===== src/rtl/calculate_exp_table.sv =====
// Geometric coefficient table generator: entry k = seed * ratio^k in UQ fixed point,
// streamed with a valid/ready handshake, round-half-up and saturating arithmetic.
module calculate_exp_table #(
    parameter int DATA_W = 18,
    parameter int FRAC_W = 12,
    parameter int ADDR_W = 10
) (
    input  logic              CLK,
    input  logic              nRST,
    input  logic              iStart,
    input  logic [DATA_W-1:0] iSeed,
    input  logic [DATA_W-1:0] iRatio,
    input  logic [ADDR_W-1:0] iLast,
    input  logic              iReady,
    output logic [DATA_W-1:0] oData,
    output logic [ADDR_W-1:0] oAddr,
    output logic              oValid,
    output logic              oBusy,
    output logic              oDone,
    output logic              oSat
);

    localparam int PW = 2 * DATA_W;

    typedef enum logic [1:0] {IDLE, LOAD, RUN, FIN} state_t;

    state_t state, nextState;

    logic [DATA_W-1:0] seed;
    logic [DATA_W-1:0] ratio;
    logic [ADDR_W-1:0] last;

    logic [PW-1:0]     prod;
    logic [PW-1:0]     biased;
    logic [PW-1:0]     shifted;
    logic              nextSat;
    logic [DATA_W-1:0] nextData;
    logic              accept;
    logic              atLast;

    assign accept = oValid && iReady;
    assign atLast = (oAddr == last);

    // Product cannot overflow PW bits even with the rounding bias added.
    always_comb begin
        prod     = PW'(oData) * PW'(ratio);
        biased   = prod + (PW'(1) << (FRAC_W - 1));
        shifted  = biased >> FRAC_W;
        nextSat  = |shifted[PW-1:DATA_W];
        nextData = nextSat ? {DATA_W{1'b1}} : shifted[DATA_W-1:0];
    end

    always_ff @(posedge CLK or negedge nRST) begin
        if (!nRST) begin
            state <= IDLE;
        end else begin
            state <= nextState;
        end
    end

    always_comb begin
        nextState = state;
        case (state)
            IDLE:    if (iStart) nextState = LOAD;
            LOAD:    nextState = RUN;
            RUN:     if (accept && atLast) nextState = FIN;
            FIN:     nextState = IDLE;
            default: nextState = IDLE;
        endcase
    end

    always_comb begin
        oDone = (state == FIN);
    end

    always_ff @(posedge CLK or negedge nRST) begin
        if (!nRST) begin
            seed   <= '0;
            ratio  <= '0;
            last   <= '0;
            oData  <= '0;
            oAddr  <= '0;
            oValid <= 1'b0;
            oBusy  <= 1'b0;
            oSat   <= 1'b0;
        end else begin
            case (state)
                IDLE: begin
                    if (iStart) begin
                        seed  <= iSeed;
                        ratio <= iRatio;
                        last  <= iLast;
                        oSat  <= 1'b0;
                        oBusy <= 1'b1;
                    end
                end
                LOAD: begin
                    oData  <= seed;
                    oAddr  <= '0;
                    oValid <= 1'b1;
                end
                RUN: begin
                    if (accept) begin
                        if (atLast) begin
                            oValid <= 1'b0;
                        end else begin
                            oAddr <= oAddr + ADDR_W'(1);
                            oData <= nextData;
                            if (nextSat) oSat <= 1'b1;
                        end
                    end
                end
                FIN: begin
                    oBusy <= 1'b0;
                end
                default: ;
            endcase
        end
    end

endmodule


===== config.mk =====
export PLATFORM = sky130hd
export DESIGN_NAME = calculate_exp_table
export DESIGN_NICKNAME = d
export VERILOG_FILES = /design/src/rtl/calculate_exp_table.sv
export SDC_FILE = /design/constraint.sdc
export NUM_CORES = 1
export LEC_CHECK = 0
export ABC_AREA = 1
export CAP_MARGIN = 5
export CORE_MARGIN = 2
export CORE_UTILIZATION = 40
export DETAILED_ROUTE_END_ITERATION = 10
export GPL_TIMING_DRIVEN = 1
export PLACE_DENSITY = 0.6
export SLEW_MARGIN = 20
export SYNTH_ARGS = -nofsm -noshare
export SYNTH_HDL_FRONTEND = slang
export SYNTH_SLANG_ARGS = --single-unit
export TNS_END_PERCENT = 5

===== constraint.sdc =====
create_clock -name CLK -period 7.2 [get_ports CLK]
set_input_delay 2.16 -clock CLK [delete_from_list [all_inputs] [get_ports CLK]]
set_output_delay 2.16 -clock CLK [all_outputs]
set_load 0.05 [all_outputs]

After elaboration in Yosys (flattened, before gate mapping)
Cells that the tools add are included.
{"block": "word_totals", "out_inout_bits": 32, "wordCells": 55, "mem_bits_ro": 0, "mem_count": 0, "ff_bits": 79, "input_bits": 50, "ramBits": 0, "latch_bits": 0}
{"block": "classes", "mux": 20, "magnitude_cmp": 0, "div_mod_pow": 0, "bitwise": 0, "n_shift": 0, "n_reduce_logical": 13, "n_mul": 1, "add_sub_neg": 2, "eq_ne": 10}
{"operator": "18-bit 2-to-1 mux", "n": 3}
{"operator": "36-bit by 12-bit adder with 36-bit output, second input constant", "n": 1}
{"operator": "18-bit by 18-bit multiplier with 36-bit output", "n": 1}
{"operator": "18-bit case mux with 2 select lines", "n": 1}
{"operator": "10-bit 2-to-1 mux", "n": 2}
{"operator": "10-bit case mux with 2 select lines", "n": 1}
{"operator": "2-bit inequality test, second input constant", "n": 6}
{"operator": "10-bit by 1-bit adder with 10-bit output, second input constant", "n": 1}
{"operator": "10-bit == test", "n": 1}
{"operator": "2-bit case mux with 4 select lines", "n": 1}
{"operator": "1-bit 2-to-1 mux", "n": 7}
{"operator": "1-bit case mux with 2 select lines", "n": 3}
{"operator": "2-bit AND reduction", "n": 3}
{"operator": "3-bit AND reduction", "n": 2}
{"operator": "2-bit nonzero test", "n": 3}
{"operator": "6-bit OR reduction", "n": 1}
{"operator": "5-bit AND reduction", "n": 1}
{"operator": "2-bit == test, second input constant", "n": 2}
{"operator": "2-bit 2-to-1 mux", "n": 2}
{"operator": "2-bit by 1-bit == test with 1-bit output, second input constant", "n": 1}
{"operator": "1-bit logical AND", "n": 2}
{"operator": "2-bit logical NOT", "n": 1}

Depth between registers and ports, before layout
Gate-level depths: netlist (run 1).
{"block": "depth", "depth_word": 7, "mapped_depth": 34}

Worst setup path before layout (run 1)
No wires, ideal clock.
{"block": "synth_timing", "kind": "reg2reg", "from": "reg oData[9]", "to": "reg oData[13]", "path_slack_ns": 0.938, "setup_ns": 0.116, "arrival_time_ns": 6.146, "stages_incl_launch_ff": 31, "n_path_buf": 3, "cell_sequence": "dfrtp_1 clkbuf_1 clkbuf_1 nand2_1 fa_1 fa_1 inv_1 fa_1 inv_1 fa_1 inv_1 fa_1 inv_1 fa_1 inv_1 ha_1 nand2_1 inv_1 nand2_1 nand2_1 a21oi_1 nand2_2 nand2_2 nand2_1 nand2_1 nand3_4 nor2_8 buf_6 nand4_1 nand2_1 nand2_1"}
{"block": "synth_between", "elab_chain_len": 7}
{"element": "start: declaration", "line_no": "15", "rtl": "output logic [DATA_W-1:0] oData,"}
{"element": "start signal: assignment", "line_no": "108", "rtl": "oData <= nextData;"}
{"element": "18-bit by 18-bit multiplier with 36-bit output (*)", "line_no": "46", "rtl": "prod = PW'(oData) * PW'(ratio);"}
{"element": "36-bit by 12-bit adder with 36-bit output (*)", "line_no": "47", "rtl": "biased = prod + (PW'(1) << (FRAC_W - 1));"}
{"element": "6-bit OR reduction", "line_no": "49", "rtl": "nextSat = |shifted[PW-1:DATA_W];"}
{"element": "18-bit 2-to-1 mux (*)", "line_no": "50", "rtl": "nextData = nextSat ? {DATA_W{1'b1}} : shifted[DATA_W-1:0];"}
{"element": "18-bit 2-to-1 mux (*)", "line_no": "104", "rtl": "if (atLast) begin"}
{"element": "18-bit 2-to-1 mux (*)", "line_no": "103", "rtl": "if (accept) begin"}
{"element": "18-bit case mux with 2 select lines (*)", "line_no": "87", "rtl": "case (state)"}
Mark *: on every way between the ends. The rest lies on a longest branch, timed or not. The select of a mux whose other input is x is not followed.
A chain may end at the register's enable or synchronous reset.

Worst setup path in the final report (run 1)
{"block": "layout_timing", "from": "reg ratio[10]", "to": "reg oData[12]"}
{"block": "layout_between", "elab_chain_len": 7}
{"element": "start: declaration", "line_no": "30", "rtl": "logic [DATA_W-1:0] ratio;"}
{"element": "start signal: assignment", "line_no": "91", "rtl": "ratio <= iRatio;"}
{"element": "18-bit by 18-bit multiplier with 36-bit output (*)", "line_no": "46"}
{"element": "36-bit by 12-bit adder with 36-bit output (*)", "line_no": "47"}
{"element": "6-bit OR reduction", "line_no": "49"}
{"element": "18-bit 2-to-1 mux (*)", "line_no": "50"}
{"element": "18-bit 2-to-1 mux (*)", "line_no": "104"}
{"element": "18-bit 2-to-1 mux (*)", "line_no": "103"}
{"element": "18-bit case mux with 2 select lines (*)", "line_no": "87"}
Marked as above.

==> results of run 1 <==
per-stage QoR:
stage	util [%]	setup WS (ns)	hold slack (ns)	instance area (sq um)	instances
6_report	44.9	0.605	0.481	16900	2603
5_1_grt	44.9	0.249	0.506	16900	2603
4_1_cts	44.9	0.645	0.482	16900	2603
3_5_place_dp	44.1	0.710	0.466	16600	2587
3_3_place_gp	44.1	0.866	0.466	16600	2587
2_1_floorplan	-	0.938	0.450	15300	2056
worst paths after layout:
kind	end	cells after the start	slack [ns]	from
min in group asynchronous	oAddr[4]$_DFFE_PN0P_	1	1.85	nRST
max in group asynchronous	seed[5]$_DFFE_PN0P_	1	4.82	nRST
hold / removal	seed[5]$_DFFE_PN0P_	2	0.48	seed[5]$_DFFE_PN0P_
setup / recovery	oData[12]$_DFFE_PN0P_	23	0.60	ratio[10]$_DFFE_PN0P_
setup reg to reg	oData[12]$_DFFE_PN0P_	23	0.60	ratio[10]$_DFFE_PN0P_
hold reg to reg	seed[5]$_DFFE_PN0P_	2	0.48	seed[5]$_DFFE_PN0P_
layer usage:
layer  up-vias  wire (um)
met4         0        988
li1       5907          -
met3        46       1780
met1      5982      18800
met2       278      19000
met5         -          0
registers in the layout, summed over array words and instances (netlist names):
| register | cells |
|---|---|
| last | 10 |
| oAddr | 10 |
| oBusy | 1 |
| oData | 18 |
| oSat | 1 |
| oValid | 1 |
| ratio | 18 |
| seed | 18 |
| state | 2 |
power groups by stage:
| stage | clock network (W) | logic [W] | registers, W |
|---|---|---|---|
| floorplan | 0 | 0.0000599 | 0.000538 |
| global placement | 0 | 0.000197 | 0.000487 |
| detailed placement | 0 | 0.000198 | 0.000489 |
| CTS | 0.000497 | 0.000198 | 0.000480 |
| global route | 0.000513 | 0.000214 | 0.000482 |
| finish | 0.000487 | 0.000197 | 0.000480 |
worst register-to-register path, cell delays in order, from the launching register on:
cell	delay (ns)
dfrtp_1	1.01
nand2_1	0.18
fa_1	0.54
inv_1	0.05
fa_1	0.49
inv_1	0.06
fa_1	0.54
inv_1	0.06
fa_1	0.46
fa_1	0.49
inv_1	0.05
fa_1	0.52
inv_1	0.06
ha_1	0.34
a21oi_1	0.22
o21ai_0	0.17
a21oi_1	0.22
nor2_1	0.06
nor2_1	0.13
a21oi_1	0.12
nor2_4	0.36
nand4_1	0.21
nand2_1	0.10
nand2_1	0.05
logic make-up after synthesis:
| group | Yosys count | synth area share [%] |
|---|---|---|
| AND/OR/NAND/NOR | 835 | 22.7 |
| buffers and inverters | 659 | 16.4 |
| flip-flops | 79 | 12.9 |
| adder cells (fa/ha/maj) | 382 | 43.8 |
| AO/OA/AOI/OAI | 74 | 2.63 |
| XOR/XNOR | 27 | 1.55 |
Yosys cell counts, drive strengths merged:
library cell,count
a21boi,1
a21o,2
a21oi,39
a22oi,1
a31oi,2
and3,2
buf,14
clkbuf,77
clkinv,1
dfrtp,79
fa,256
ha,126
inv,567
nand2,666
nand3,32
nand3b,3
nand4,21
nor2,89
nor3,13
nor4,4
o21a,1
o21ai,22
o21bai,3
o22ai,1
o31ai,2
or2,5
xnor2,13
xor2,14
area by class of cell:
type | count | area (sq um)
Multi-Input combinational cell | 1318 | 10800
Clock inverter | 7 | 78.8
Fill cell | 3854 | 20800
Sequential cell | 79 | 1980
Inverter | 568 | 2130
Tap cell | 511 | 639
Timing Repair Buffer | 111 | 1040
Clock buffer | 9 | 225
==> impl_metrics.json, run 1 <==
{
  "status": "finished clean",
  "yosysSeqAreaShare_pct": 12.9,
  "max_stage_delay_ns": 1.01,
  "synth.area.top_cells": "fa_1, nand2_1, inv_1, dfrtp_1, ha_1",
  "grt-ovfl-total": 0,
  "pwr-share-clk_pct": 41.9,
  "cpLargestDelayFamily": "adder cells",
  "yosys.area.top_type": "fa_1",
  "fin_crit_ns": 6.60,
  "clockBufferDepth": 2,
  "synth-seq-cells": 79,
  "met2_usage_pct": 37.0,
  "nNetsFinal": 2519,
  "fin_skew_ns": 0.0110,
  "layout_commonest_cell": "nand2_1",
  "seqPwrFrac_pct": 41.2,
  "antenna_cells": 0,
  "worstSetupStartpointType": "flop",
  "post_cts_resized": 0,
  "p_comb_share_pct": 16.9,
  "drcViolationCount": 0,
  "crit_chain": "nand2_1 -> fa_1 -> inv_1 -> fa_1 -> inv_1 -> fa_1 -> inv_1 -> fa_1 -> fa_1 -> inv_1 -> fa_1 -> inv_1 -> ha_1 -> a21oi_1 -> o21ai_0 -> a21oi_1 -> nor2_1 -> nor2_1 -> a21oi_1 -> nor2_4 -> nand4_1 -> nand2_1 -> nand2_1",
  "post_cts_buffers": 0,
  "core_sq_mm": 0.0377,
  "port_buffers": 81,
  "setup_violations": 0,
  "first_iter_violations": 779,
  "yosysWarnings": 0,
  "criticalPathCategory": "flop to flop",
  "vias": 12213,
  "finalSetupTns_ns": 0,
  "die_area_sq_mm": 0.0398,
  "use_met1_pct": 30.3,
  "cpMostUsedCell": "fa_1",
  "start_util_pct": 40.6,
  "worstMarginPinSlew_ns": 1.03,
  "dr.pass1.iters": 5,
  "synth_top_area_share_pct": 33.5,
  "endpoint_kind": "flop",
  "grt_max_degree": 80,
  "cts_sinks": 79,
  "gp_congestion": 0.947,
  "syn_avg_cell_area_sq_um": 7.44,
  "die_h_um": 200,
  "via_per_inst": 4.69,
  "cts_max_level": 3,
  "syn_inst": 2056,
  "first_global_vias": 12830,
  "maxCapViolations": 0,
  "cp.required_ns": 7.44,
  "finalPower_w": 0.00116,
  "switchingPower_w": 0.000356,
  "cts.clk_slew.worst_paths_ns": 0.08,
  "crit_slowest_cell": "dfrtp_1",
  "final_cell_mix": "nand2_1, inv_1, fa_1",
  "max_slew_margin_pct": 31.3,
  "busiest_layer": "met2",
  "fin_crit_sh_pct": 91.6,
  "intPower_w": 0.000808,
  "syn_nets": 2488,
  "cp.arrival_ns": 6.84,
  "cts-root-buf": "clkbuf_16",
  "hp-class": "flop to flop",
  "netSwitchingFraction_pct": 30.6,
  "slew_viol_final": 0,
  "cts_tree": "yes",
  "crit_path_max_fanout": 19,
  "crit_buf_inv": 5,
  "wl_per_cell_um": 15.6,
  "std_cell_rows": 71,
  "cellLeakagePower_nw": 10.2,
  "final_antenna_net_count": 0,
  "clk-insertion-delay-late_ns": 0.36,
  "syn_to_final_growth_pct": 10.5,
  "die_w_um": 200,
  "drive_gt1_share_pct": 4.92,
  "power_density_mw_per_mm2": 68.9,
  "synth_area_sq_mm": 0.0153,
  "cts_made_buffers": 9,
  "met3_usage_pct": 2.51,
  "dp_hpwl_um": 32800,
  "io_pins": 82,
  "grt_antenna_before_repair": 0,
  "grt_pass1_wl_um": 67600,
  "max_clock_freq_mhz": 152,
  "grt_setup_unrepaired": "no",
  "wl_um": 40600,
  "grt_usage_pct": 22.0,
  "hold_viol": 0,
  "ir_drop_v": 0.000106,
  "synth_cell_types": 46,
  "postCtsHoldBufs": 0
}
(Power assumes the default switching activity.)
==> run 2, diff against run 1 <==
- PLACE_DENSITY: 0.6 -> 0.54
==> run 2 against run 1 <==
  * Non-clock buffer count is 2 higher
  * Sequential cell count unchanged
  * Largest cell class unchanged
  * Worst hold slack gained 0.0026 ns
  * First-iteration DRC count is 18% lower
  * Die area unchanged
  * Critical path type unchanged
==> impl_metrics.json, run 2 (synthesis results as in run 1) <==
{
  "postCtsHoldBufs": 0,
  "via_per_inst": 4.66,
  "gp_congestion": 0.895,
  "max_slew_margin_pct": 20.1,
  "first_global_vias": 12718,
  "cellLeakagePower_nw": 10.2,
  "cp.required_ns": 7.44,
  "grt_antenna_before_repair": 0,
  "drcViolationCount": 0,
  "drive_gt1_share_pct": 5.01,
  "start_util_pct": 40.6,
  "worstSetupStartpointType": "flop",
  "cts.clk_slew.worst_paths_ns": 0.08,
  "status": "finished clean",
  "max_clock_freq_mhz": 147,
  "wl_um": 41600,
  "dp_hpwl_um": 33200,
  "hp-class": "flop to flop",
  "vias": 12136,
  "post_cts_resized": 0,
  "cts_made_buffers": 9,
  "place_ws_ns": 0.505,
  "crit_path_max_fanout": 20,
  "die_w_um": 200,
  "fin_skew_ns": 0.0159,
  "maxCapViolations": 0,
  "core_sq_mm": 0.0377,
  "slew_viol_final": 0,
  "hold_viol": 0,
  "rr_worst_depth": 25,
  "final_antenna_net_count": 0,
  "cts_tree": "yes",
  "crit_start": "oData[6]$_DFFE_PN0P_",
  "grt_pass1_wl_um": 68500,
  "fin_crit_sh_pct": 94.3,
  "std_cell_rows": 71,
  "crit_end": "oSat$_DFFE_PN0P_",
  "post_cts_buffers": 0,
  "cp.arrival_ns": 7.03,
  "grt_max_degree": 51,
  "criticalPathCategory": "flop to flop",
  "grt-ovfl-total": 0,
  "port_buffers": 81,
  "final_core_util_pct": 44.9,
  "cts-root-buf": "clkbuf_16",
  "hold_ws_ns": 0.484,
  "die_h_um": 200,
  "power_density_mw_per_mm2": 67.4,
  "worstMarginPinSlew_ns": 1.20,
  "setup_violations": 0,
  "cts_max_level": 3,
  "reg_top3": "oData (18), ratio (18), seed (18)",
  "layout_commonest_cell": "nand2_1",
  "final_cell_mix": "nand2_1, inv_1, fa_1",
  "ir_drop_v": 0.0000976,
  "worstReg2RegEnd": "oSat$_DFFE_PN0P_",
  "dr.pass1.iters": 5,
  "wl_per_cell_um": 16.0,
  "cts_sinks": 79,
  "dp_cells": 2589,
  "fillers": 3914,
  "antenna_cells": 0,
  "clockBufferDepth": 2,
  "grt_setup_unrepaired": "no",
  "r2r-start": "oData[6]$_DFFE_PN0P_",
  "grt_usage_pct": 22.4,
  "clk-insertion-delay-late_ns": 0.36,
  "stdcell_count": 2605,
  "nNetsFinal": 2521,
  "finalSetupTns_ns": 0,
  "die_area_sq_mm": 0.0398,
  "first_iter_violations": 637,
  "io_pins": 82,
  "fin_crit_ns": 6.79,
  "syn_to_final_growth_pct": 10.5,
  "endpoint_kind": "flop",
  "layout_setup_ws_ns": 0.412,
  "rrSetupSlack_ns": 0.41
}
-- run 2: layout make-up --
type,instances,area (sq um),share of cell area (%)
multi-input cells,1318,10800,64.0
inverters,568,2130,12.6
flip-flops and latches,79,1980,11.7
repair buffers,113,1050,6.20
well taps,511,639,3.78
clock buffers,11,253,1.49
clock inverters,5,41.3,0.244
-- run 2: metal layers --
metal | up-vias | routed length (um) | GRT usage, %
li1 | 5899 | - | -
met1 | 5932 | 19200 | 30.8
met2 | 244 | 19200 | 36.8
met3 | 61 | 2050 | 3.61
met4 | 0 | 1140 | 5.95
met5 | - | 0 | 0
-- run 2: power by group --
part / switching [W] / internal, W
logic: 0.000121 / 0.0000757
registers: 0.0000190 / 0.000459
clock network: 0.000209 / 0.000255
-- run 2: how the worst min path moves through the flow --
stage | start | cells after the start | endpoint
floorplan | seed[0]$_DFFE_PN0P_ | 2 | seed[0]$_DFFE_PN0P_
global placement | seed[11]$_DFFE_PN0P_ | 2 | seed[11]$_DFFE_PN0P_
detailed placement | seed[11]$_DFFE_PN0P_ | 2 | seed[11]$_DFFE_PN0P_
CTS | seed[6]$_DFFE_PN0P_ | 2 | seed[6]$_DFFE_PN0P_
global route | seed[6]$_DFFE_PN0P_ | 2 | seed[6]$_DFFE_PN0P_
finish | seed[8]$_DFFE_PN0P_ | 2 | seed[8]$_DFFE_PN0P_
-- run 2: worst max-delay path: stages (launching register included) --
cell	delay, ns
dfrtp_1	1.14
nand2_1	0.19
fa_1	0.57
inv_1	0.06
fa_1	0.49
inv_1	0.06
fa_1	0.52
inv_1	0.05
fa_1	0.48
fa_1	0.50
inv_1	0.05
fa_1	0.51
inv_1	0.05
ha_1	0.35
a21oi_1	0.23
o21ai_0	0.16
a21oi_1	0.18
nand2_2	0.12
nand2_2	0.09
nand2_1	0.05
nand2_1	0.10
nand3_4	0.10
nor2_8	0.28
nand3_1	0.16
nand3_1	0.10
nand2_1	0.07
-- run 2: per-stage QoR --
step / instance area, sq um / power (W)
floorplan: 15300 / 0.000598
global placement: 16600 / 0.000685
detailed placement: 16600 / 0.000686
CTS: 16900 / 0.00115
global route: 16900 / 0.00119
finish: 16900 / 0.00114
